--- src/rtl/codeword_byte_packer.sv ---
// codeword_byte_packer
//
// Buffers 24-bit encoded words from the turbo encoder in a small FIFO. Each word is then
// split into three bytes for the UART byte transmitter. Both sides use a valid/ready
// handshake.
//
// Build option: define CODEWORD_PACKER_SYNC_EN to prefix every frame with SYNC_BYTE.
// A frame is then four bytes: SYNC_BYTE, b0, b1, b2. Without the macro a frame is b0, b1, b2.
//
// Parameters
//   DEPTH      FIFO depth in words (power of 2, >= 2)
//   MSB_FIRST  1: bits [23:16] go first; 0: bits [7:0] go first
//   SYNC_BYTE  frame marker (only present with CODEWORD_PACKER_SYNC_EN)
//
// Ports
//   clk         system clock, rising edge
//   reset       asynchronous active-low reset
//   in_valid    encoder word strobe
//   in_word     encoded word
//   in_ready    FIFO not full
//   byte_data   byte to UART transmitter (registered)
//   byte_valid  byte_data is valid (registered)
//   byte_ready  UART transmitter accepts a byte
//   fifo_count  number of words stored (the word being sent is not counted)
//   overflow    sticky: a word arrived while the FIFO was full
//   busy        FSM not idle
module codeword_byte_packer #(
    parameter int unsigned DEPTH     = 4,
    parameter bit          MSB_FIRST = 1'b1
`ifdef CODEWORD_PACKER_SYNC_EN
    ,
    parameter logic [7:0]  SYNC_BYTE = 8'hA5
`endif
) (
    input  logic                   clk,
    input  logic                   reset,
    input  logic                   in_valid,
    input  logic [23:0]            in_word,
    output logic                   in_ready,
    output logic [7:0]             byte_data,
    output logic                   byte_valid,
    input  logic                   byte_ready,
    output logic [$clog2(DEPTH):0] fifo_count,
    output logic                   overflow,
    output logic                   busy
);

    localparam int unsigned PtrW = $clog2(DEPTH);
    localparam int unsigned CntW = PtrW + 1;

`ifdef CODEWORD_PACKER_SYNC_EN
    typedef enum logic [1:0] {StIdle, StSync, StSend} state_e;
`else
    typedef enum logic [1:0] {StIdle, StSend} state_e;
`endif

    state_e state_q, state_d;

    // FIFO storage
    logic [23:0]     mem_q [DEPTH];
    logic [PtrW-1:0] wr_ptr_q, wr_ptr_d;
    logic [PtrW-1:0] rd_ptr_q, rd_ptr_d;
    logic [CntW-1:0] count_q, count_d;
    logic            overflow_q, overflow_d;

    // Byte serialiser
    logic [23:0]     shreg_q, shreg_d;
    logic [1:0]      idx_q, idx_d;
    logic [7:0]      byte_data_q, byte_data_d;
    logic            byte_valid_q, byte_valid_d;

    logic            push;
    logic            pop;
    logic            xfer;
    logic [23:0]     head_word;

    // Byte i of a word in transmit order.
    function automatic logic [7:0] pick(input logic [23:0] w, input logic [1:0] i);
        logic [7:0] b;
        if (MSB_FIRST) begin
            case (i)
                2'd0:    b = w[23:16];
                2'd1:    b = w[15:8];
                default: b = w[7:0];
            endcase
        end else begin
            case (i)
                2'd0:    b = w[7:0];
                2'd1:    b = w[15:8];
                default: b = w[23:16];
            endcase
        end
        return b;
    endfunction

    assign in_ready  = (count_q != CntW'(DEPTH));
    assign push      = in_valid && in_ready;
    assign pop       = (state_q == StIdle) && (count_q != '0);
    assign xfer      = byte_valid_q && byte_ready;
    assign head_word = mem_q[rd_ptr_q];

    // ---------------------------------------------------------------------------------
    // FIFO
    // ---------------------------------------------------------------------------------
    always_comb begin
        wr_ptr_d   = wr_ptr_q;
        rd_ptr_d   = rd_ptr_q;
        count_d    = count_q;
        overflow_d = overflow_q;
        if (push) begin
            wr_ptr_d = wr_ptr_q + PtrW'(1);
        end
        if (pop) begin
            rd_ptr_d = rd_ptr_q + PtrW'(1);
        end
        if (push && !pop) begin
            count_d = count_q + CntW'(1);
        end else if (!push && pop) begin
            count_d = count_q - CntW'(1);
        end
        if (in_valid && !in_ready) begin
            overflow_d = 1'b1;
        end
    end

    always_ff @(posedge clk or negedge reset) begin
        if (!reset) begin
            wr_ptr_q   <= '0;
            rd_ptr_q   <= '0;
            count_q    <= '0;
            overflow_q <= 1'b0;
        end else begin
            wr_ptr_q   <= wr_ptr_d;
            rd_ptr_q   <= rd_ptr_d;
            count_q    <= count_d;
            overflow_q <= overflow_d;
        end
    end

    // Storage needs no reset: count_q alone decides which entries are live.
    always_ff @(posedge clk) begin
        if (push) begin
            mem_q[wr_ptr_q] <= in_word;
        end
    end

    // ---------------------------------------------------------------------------------
    // FSM: state register
    // ---------------------------------------------------------------------------------
    always_ff @(posedge clk or negedge reset) begin
        if (!reset) begin
            state_q <= StIdle;
        end else begin
            state_q <= state_d;
        end
    end

    // FSM: next state
    always_comb begin
        state_d = state_q;
        case (state_q)
            StIdle: begin
                if (pop) begin
`ifdef CODEWORD_PACKER_SYNC_EN
                    state_d = StSync;
`else
                    state_d = StSend;
`endif
                end
            end
`ifdef CODEWORD_PACKER_SYNC_EN
            StSync: begin
                if (xfer) begin
                    state_d = StSend;
                end
            end
`endif
            StSend: begin
                if (xfer && (idx_q == 2'd2)) begin
                    state_d = StIdle;
                end
            end
            default: state_d = StIdle;
        endcase
    end

    // FSM: outputs. The byte register is loaded one cycle after entering a sending state.
    // Back-to-back bytes of one frame follow without a gap while byte_ready stays high.
    always_comb begin
        byte_valid_d = byte_valid_q;
        byte_data_d  = byte_data_q;
        idx_d        = idx_q;
        shreg_d      = shreg_q;
        case (state_q)
            StIdle: begin
                byte_valid_d = 1'b0;
                if (pop) begin
                    shreg_d = head_word;
                    idx_d   = 2'd0;
                end
            end
`ifdef CODEWORD_PACKER_SYNC_EN
            StSync: begin
                if (!byte_valid_q) begin
                    byte_valid_d = 1'b1;
                    byte_data_d  = SYNC_BYTE;
                end else if (xfer) begin
                    byte_data_d = pick(shreg_q, 2'd0);
                end
            end
`endif
            StSend: begin
                if (!byte_valid_q) begin
                    byte_valid_d = 1'b1;
                    byte_data_d  = pick(shreg_q, idx_q);
                end else if (xfer) begin
                    if (idx_q == 2'd2) begin
                        byte_valid_d = 1'b0;
                    end else begin
                        idx_d       = idx_q + 2'd1;
                        byte_data_d = pick(shreg_q, idx_q + 2'd1);
                    end
                end
            end
            default: byte_valid_d = 1'b0;
        endcase
    end

    always_ff @(posedge clk or negedge reset) begin
        if (!reset) begin
            byte_valid_q <= 1'b0;
            byte_data_q  <= 8'h00;
            idx_q        <= 2'd0;
            shreg_q      <= 24'h0;
        end else begin
            byte_valid_q <= byte_valid_d;
            byte_data_q  <= byte_data_d;
            idx_q        <= idx_d;
            shreg_q      <= shreg_d;
        end
    end

    assign byte_valid = byte_valid_q;
    assign byte_data  = byte_data_q;
    assign fifo_count = count_q;
    assign overflow   = overflow_q;
    assign busy       = (state_q != StIdle);

endmodule

--- config.mk ---
export PLATFORM = sky130hd
export DESIGN_NAME = codeword_byte_packer
export DESIGN_NICKNAME = d
export VERILOG_FILES = /design/src/rtl/codeword_byte_packer.sv
export SDC_FILE = /design/constraint.sdc
export NUM_CORES = 1
export LEC_CHECK = 0
export ABC_AREA = 1
export CORE_MARGIN = 4
export CORE_UTILIZATION = 35
export CTS_BUF_LIST = sky130_fd_sc_hd__clkbuf_4
export CTS_CLUSTER_SIZE = 24
export DETAILED_ROUTE_END_ITERATION = 8
export DONT_BUFFER_PORTS = 1
export GPL_TIMING_DRIVEN = 0
export HOLD_SLACK_MARGIN = 0.08
export PLACE_DENSITY = 0.48
export SETUP_SLACK_MARGIN = 0.3
export SYNTH_ARGS = -nofsm -noshare
export SYNTH_HDL_FRONTEND = slang
export SYNTH_SLANG_ARGS = --single-unit
--- constraint.sdc ---
create_clock -name clk -period 6.45 [get_ports clk]
set_input_delay 1.6125 -clock clk [delete_from_list [all_inputs] [get_ports clk]]
set_output_delay 1.6125 -clock clk [all_outputs]
set_load 0.05 [all_outputs]
# == After elaboration in Yosys (flattened, before gate mapping) ==
# Memory sizes are Yosys's and may differ from the RTL's. A register that Yosys moved wholly into a read port is not among the register bits.
# Cells that the tools add are included.
# word_totals
word_cells,69
ramBits,96
in_bits,28
out_inout_bits,15
memories,1
regBits,21
# op_classes
eq_ne,12
n_mux,21
reduce_logical,22
add_sub_neg,5
# mem_list
memory,words,width,read_ports,rd_ports_with_merged_regs,wr,line_no,rtl
mem_q,4,24,1,1,1,60,logic [23:0] mem_q [DEPTH];
# op_table
op,n
8-bit case mux with 2 select lines,2
8-bit two-way mux,3
2-bit two-way mux,6
"2-bit != test, second input constant",6
2-bit case mux with 2 select lines,2
1-bit logical AND,7
"2-bit by 1-bit adder with 2-bit output, second input constant",3
"2-bit by 1-bit == test with 1-bit output, second input constant",3
2-bit zero test,3
1-bit two-way mux,6
3-bit two-way mux,2
2-bit nonzero test,3
5-bit AND reduction,1
1-bit zero test,4
2-bit AND reduction,2
"3-bit by 1-bit adder with 3-bit output, second input constant",1
"3-bit != test, second input constant",1
3-bit AND reduction,1
3-bit nonzero test,1
"3-bit by 1-bit subtractor with 3-bit output, second input constant",1
"2-bit == test, second input constant",1
"2-bit by 1-bit != test with 1-bit output, second input constant",1

# == Depth between registers and ports, before layout ==
# Gate-level depths: netlist of run 1.
# logic_depth
ltp_word,6
mapped_depth,12
ltp_nobuf,10

# == Worst setup path before layout of run 1 ==
# Ideal clock, no wire load.
# synth_timing
kind,input to register
start,in in_valid
end,mem mem_q[0][0] (enable)
n_path_buf,0
setup_ps,405
setup_slack_ps,3238
cell_stages,2
arrival_ps,2807
required_ps,6045
cell_sequence,nand2_1 nor2_1
# synth_between
elab_chain_cells,3
# synth_lines
item,line_no,rtl
"start, declared",37,"input logic in_valid,"
1-bit logical AND,97,assign push = in_valid && in_ready;
1-bit two-way mux,142,if (push) begin
1-bit two-way mux (not written as such),143,mem_q[wr_ptr_q] <= in_word;
"end, declared",60,
# Every way passes these cells.

# == Worst setup path in the final report of run 1 ==
# layout_timing
start,"reg count_q[0], in the netlist fifo_count[0]"
end,out in_ready
# layout_between
elab_chain_cells,1
# layout_lines
item,line_no,rtl
"start, declared",63,"logic [CntW-1:0] count_q, count_d;"
"start signal, assigned",135,count_q <= count_d;
3-bit != test,96,assign in_ready = (count_q != CntW'(DEPTH));
"end, declared",39,"output logic in_ready,"
# Every way passes these cells.

==> results of run 1 <==
==> registers in the layout, summed over array words and instances, names as in the netlist <==
register and count:
mem_q 96, shreg_q 24, byte_data 8, fifo_count 3, idx_q 2, rd_ptr_q 2
wr_ptr_q 2, byte_valid 1, overflow 1, state_q 1
==> worst paths after layout <==
check / endpoint / slack [ns] / cells past startpoint / startpoint
hold reg to reg: shreg_q[22] / 0.53 / 2 / shreg_q[22]
setup reg to reg: fifo_count[1] / 3.40 / 8 / fifo_count[0]
hold / removal: shreg_q[22] / 0.53 / 2 / shreg_q[22]
max in group asynchronous: shreg_q[3] / 5.59 / 0 / reset
setup / recovery: in_ready / 3.02 / 2 / fifo_count[0]
min in group asynchronous: overflow / 0.75 / 0 / reset
==> cell type report <==
type / instances / area share
flip-flops and latches: 140 / 0.594
multi-input cells: 416 / 0.273
well taps: 220 / 0.0411
clock inverters: 15 / 0.0280
plain buffers: 26 / 0.0273
clock buffers: 17 / 0.0190
inverters: 29 / 0.0162
diodes: 2 / 0.000747
==> worst register-to-register path, stage by stage (launching register included) <==
cell and delay [ns]:
dfrtp_1 0.63, nor2_2 0.27, nand2_1 0.35, nand2_1 0.52, inv_1 0.15, ha_1 0.22, inv_1 0.10, fa_1 0.42
mux2_2 0.26
==> logic make-up after synthesis <==
kind of cell	Yosys count
muxes	1
DFF	140
AOI/OAI and AO/OA	57
buffers and inverters	55
adders and majority gates	10
xor gates and xnor gates	4
and+or+nand+nor	344
==> where the power goes <==
| group | internal (W) | switching [W] | total [W] | leakage [nW] |
|---|---|---|---|---|
| Sequential | 0.00123 | 0.000281 | 0.00151 | 1.42 |
| Combinational | 0.000448 | 0.000876 | 0.00132 | 1.24 |
| Clock | 0.000275 | 0.000340 | 0.000615 | 0.166 |
==> cell usage after synthesis <==
library cell	n	area (µm²)
a21oi_1	1	5.00
a31o_2	1	8.76
buf_1	1	3.75
buf_2	10	50.1
buf_4	5	37.5
buf_6	7	78.8
clkbuf_1	2	7.51
clkbuf_2	1	5.00
dfrtp_1	44	1100
edfxtp_1	96	2880
fa_1	1	20.0
ha_1	9	113
inv_1	25	93.8
inv_2	4	15.0
mux2_2	1	11.3
nand2_1	211	792
nand2_4	1	11.3
nand3_1	10	50.1
nor2_1	119	447
nor2_2	1	6.26
nor2_4	2	22.5
o21ai_0	34	170
o21ai_1	20	100
o21ai_2	1	8.76
xnor2_1	1	8.76
xor2_1	3	26.3
==> per-layer routing <==
metal / vias to the layer above / global-route usage / wire (µm) / part of all wire
met1: 1826 / 0.188 / 6130 / 0.46
li1: 2007 / - / - / -
met5: - / 0 / 0 / 0
met3: 2 / 0.0453 / 720 / 0.054
met4: 0 / 0.0520 / 54 / 0.0041
met2: 67 / 0.225 / 6410 / 0.48
==> stage by stage <==
| step | area, µm² | util |
|---|---|---|
| floorplan | 6080 | - |
| global placement | 6350 | 0.378 |
| detailed placement | 6380 | 0.379 |
| CTS | 6700 | 0.398 |
| global route | 6700 | 0.398 |
| finish | 6700 | 0.398 |
==> results.yml, run 1 <==
outcome:
  outcome: "complete, no violations"
sta:
  rsz0062_at_grt: "false"
  fin_ws_ns: 3.02
  finalSetupViolCount: 0
  drv_slew: 0
  period_share: 0.531
  timing.hold.ws_ns: 0.528
  max_freq_mhz: 292
  post-route-min-period_ns: 3.43
  hold_viol: 0
  tns_ns: 0
  slew_headroom: 0.429
  tightest_slew_ns: 0.854
  fin_skew_ns: 0.0199
logic_synthesis:
  synthCells: 611
  synth_top_family_by_area: "simple AND/OR/NAND/NOR gates"
  synth_xor_area_frac: 0.00577
  synthMuxAreaShare: 0.00185
  syn_area_per_cell_um2: 9.94
  synthesis.nets: 649
  synth_cell_types: 26
  synth_compound_area_frac: 0.0482
  synth_area_um2: 6080
  ys_ff_latch: 140
  yosys.area_share.simple: 0.219
  yosys_warnings: 0
  yosysSeqAreaShare: 0.656
  synthAdderAreaFrac: 0.0218
critical_path:
  path_delay_family: "flip-flops"
  path_buf_inv: 0
  cpPeakStageDelay_ns: 0.75
  path_max_fanout: 4
  cp-start-kind: "flip-flop"
  cp.required_ns: 4.84
  crit_chain: "nor2_2 > nand2_1"
  worstSetupPathType: "reg2out"
  worst_path_max_delay_cell: "dfrtp_1"
  cp.arrival_ns: 1.81
  crit_path_end_kind: "output pin"
routing:
  dr.pass1.iters: 5
  wl_per_cell_um: 15.4
  via_per_inst: 4.51
  drt_iter0_drc: 291
  drcViolationCount: 0
  routed_wl_um: 13300
  num_vias: 3902
  ant_nets: 0
finish:
  regArea_um2: 3980
  multi_input_area_um2: 1830
  drive_above_1_share: 0.107
  layout-area-overhead-vs-synth_pct: 10.3
  n_fill_cell: 1703
  final_cell_mix: "nand2_1 (211), nor2_1 (115), edfxtp_1 (96)"
  nNetsFinal: 668
  fin_cells: 865
  final_common_cell: "nand2_1"
global_route:
  grt_pass1_wl_um: 21500
  grt_pass1_vias: 3923
  antenna_found_initial: 1
  gr-total-overflow: 0
  grt_max_degree: 45
  grtUsageTotal: 0.144
place:
  post-place-ws_ns: 3.17
  gp_congestion: 0.772
  dp_cells: 831
  portBuffers: 0
  dpl.hpwl_um: 8770
clocking:
  hold_buffers: 0
  clk_pin_slew_ns: 0.12
  cts.sinks: 140
  postCtsSetupBuffers: 0
  clk_latency_ns: 0.55
  tritoncts: "built"
  root_buffer: "clkbuf_4"
  ctsResizeCount: 0
  htreeDepth: 4
  cts_made_buffers: 17
  clk_path_buf_depth: 2
die:
  rows: 47
  fp.dieH_um: 140
  initial_core_util: 0.361
  dieArea_um2: 19500
  ios: 43
  die_w_um: 140
  core_um2: 16800
power:
  total_power_w: 0.00345
  vdd_drop_max_mv: 0.183
  power.density_nw_per_um2: 515
  p_leak_nw: 2.83
flow_run:
  max-cap-violations: 0
worst_hold_path:
  hold_path_class: "reg2reg"
No activity file was read; power rests on OpenSTA's default activity.
==> run 2: changes to the inputs <==
PLACE_DENSITY = 0.5   (was 0.48)
clock period = 3.1 ns   (was 6.45 ns; I/O delays follow)
==> results.yml, run 2 (synthesis results as in run 1) <==
place:
  gp_congestion: 0.804
  portBuffers: 0
  dp_cells: 831
  dpl.hpwl_um: 8730
routing:
  via_per_inst: 4.55
  ant_nets: 0
  drt_iter0_drc: 359
  wl_per_cell_um: 15.2
  drcViolationCount: 0
  dr.pass1.iters: 5
  routed_wl_um: 13100
  num_vias: 3937
finish:
  regArea_um2: 3990
  utilization: 0.399
  multi_input_area_um2: 1840
  final_cell_mix: "nand2_1 (209), nor2_1 (115), edfxtp_1 (96)"
  drive_above_1_share: 0.115
  largest_reg_flops: 96
  nNetsFinal: 670
  fin_cells: 866
  final_common_cell: "nand2_1"
  layout-area-overhead-vs-synth_pct: 10.5
  n_fill_cell: 1701
  regMostFlops: "mem_q"
critical_path:
  ff2ff_path_depth: 9
  worstSetupPathType: "reg2reg"
  cp.required_ns: 3.52
  path_max_fanout: 10
  cp.arrival_ns: 2.91
  crit_path_end_kind: "flip-flop"
  cp-start-kind: "flip-flop"
outcome:
  outcome: "complete, no violations"
clocking:
  htreeDepth: 4
  root_buffer: "clkbuf_4"
  postCtsSetupBuffers: 0
  clk_path_buf_depth: 2
  cts_made_buffers: 17
  clk_latency_ns: 0.53
  clk_pin_slew_ns: 0.13
  tritoncts: "built"
  cts.sinks: 140
global_route:
  grtUsageTotal: 0.141
  grt_max_degree: 45
  grt_pass1_vias: 3942
  grt_pass1_wl_um: 21300
  gr-total-overflow: 0
  antenna_found_initial: 1
die:
  fp.dieH_um: 140
  core_um2: 16800
  initial_core_util: 0.361
  ios: 43
  die_w_um: 140
  rows: 47
  dieArea_um2: 19500
sta:
  tightest_slew_ns: 0.852
  max_freq_mhz: 402
  hold_viol: 0
  rsz0062_at_grt: "false"
  period_share: 0.802
  drv_slew: 0
  post-route-min-period_ns: 2.48
  finalSetupViolCount: 0
  fin_skew_ns: 0.0134
  slew_headroom: 0.431
power:
  vdd_drop_max_mv: 0.347
  power.density_nw_per_um2: 1050
  p_leak_nw: 2.81
worst_hold_path:
  hold_depth: 0
  hold_path_class: "in2reg"
flow_run:
  max-cap-violations: 0
[run 2: cell types whose count changed in the layout (fill, tap and decap cells not counted), sizes merged]
| cell | before | now |
|---|---|---|
| dlygate4sd3 | 0 | 1 |
| buf | 23 | 24 |
| diode | 2 | 1 |
| bufinv | 3 | 2 |
| clkbuf | 20 | 21 |
| inv | 33 | 31 |
| clkinvlp | 1 | 5 |
| clkinv | 7 | 5 |
[run 2: worst paths after layout]
check                       startpoint            end  slack [ns]
max in group asynchronous        reset    shreg_q[21]        2.14
min                        in_word[18]   mem_q[3][18]        0.33
max                         state_q[0]  fifo_count[2]        0.62
min in group asynchronous        reset       overflow        0.74
min reg2reg                shreg_q[22]    shreg_q[22]        0.54
max reg2reg                 state_q[0]  fifo_count[2]        0.62
[run 2: stage by stage]
step           worst slack, ns  area (µm²)  power [W]  hold WS [ns]  setup TNS, ns
2_1_floorplan            0.211        6080    0.00514         0.470              0
3_3_place_gp            -0.843        6350    0.00588         0.481         -76.60
3_5_place_dp            0.0355        6380    0.00597         0.481              0
4_1_cts                  0.391        6710    0.00717         0.262              0
5_1_grt                  0.440        6720    0.00771         0.250              0
6_report                 0.615        6720    0.00708         0.329              0
[run 2: repair_timing]
| action | in CTS | in global routing |
|---|---|---|
| endpoints found under the hold margin | 44 | 0 |
| endpoints found under the setup margin | 98 | 1 |
| gates resized for setup | 4 | 1 |
| hold buffers | 2 | 0 |
[run 2: layout make-up]
class	instances	share of cell area
tap	220	0.0410
clock buffer	18	0.0201
antenna	1	0.000373
multi-input combinational	416	0.274
buffer	26	0.0272
timing repair buffer	2	0.00559
inverter	29	0.0162
clock inverter	14	0.0218
sequential	140	0.594
[run 2: routing by layer]
layer | vias to the layer above | part of all wire | track usage | routed length [µm]
met2 | 81 | 0.46 | 0.219 | 6100
met3 | 10 | 0.059 | 0.0470 | 781
met1 | 1831 | 0.47 | 0.189 | 6150
met4 | 0 | 0.0088 | 0.0398 | 116
met5 | - | 0 | 0 | 0
li1 | 2015 | - | - | -
[run 2: worst max-delay path: stages (launching register included)]
cell and delay [ns]:
dfrtp_1 0.80, inv_1 0.20, nand2_4 0.20, buf_4 0.20
ha_1 0.15, inv_1 0.06, fa_1 0.37, a21oi_1 0.15
o21ai_0 0.11, xor2_1 0.15
[run 2: power by group]
group | internal (W) | total [W] | switching, W
clock | 0.000487 | 0.00116 | 0.000669
combinational | 0.000938 | 0.00278 | 0.00184
sequential | 0.00256 | 0.00314 | 0.000585
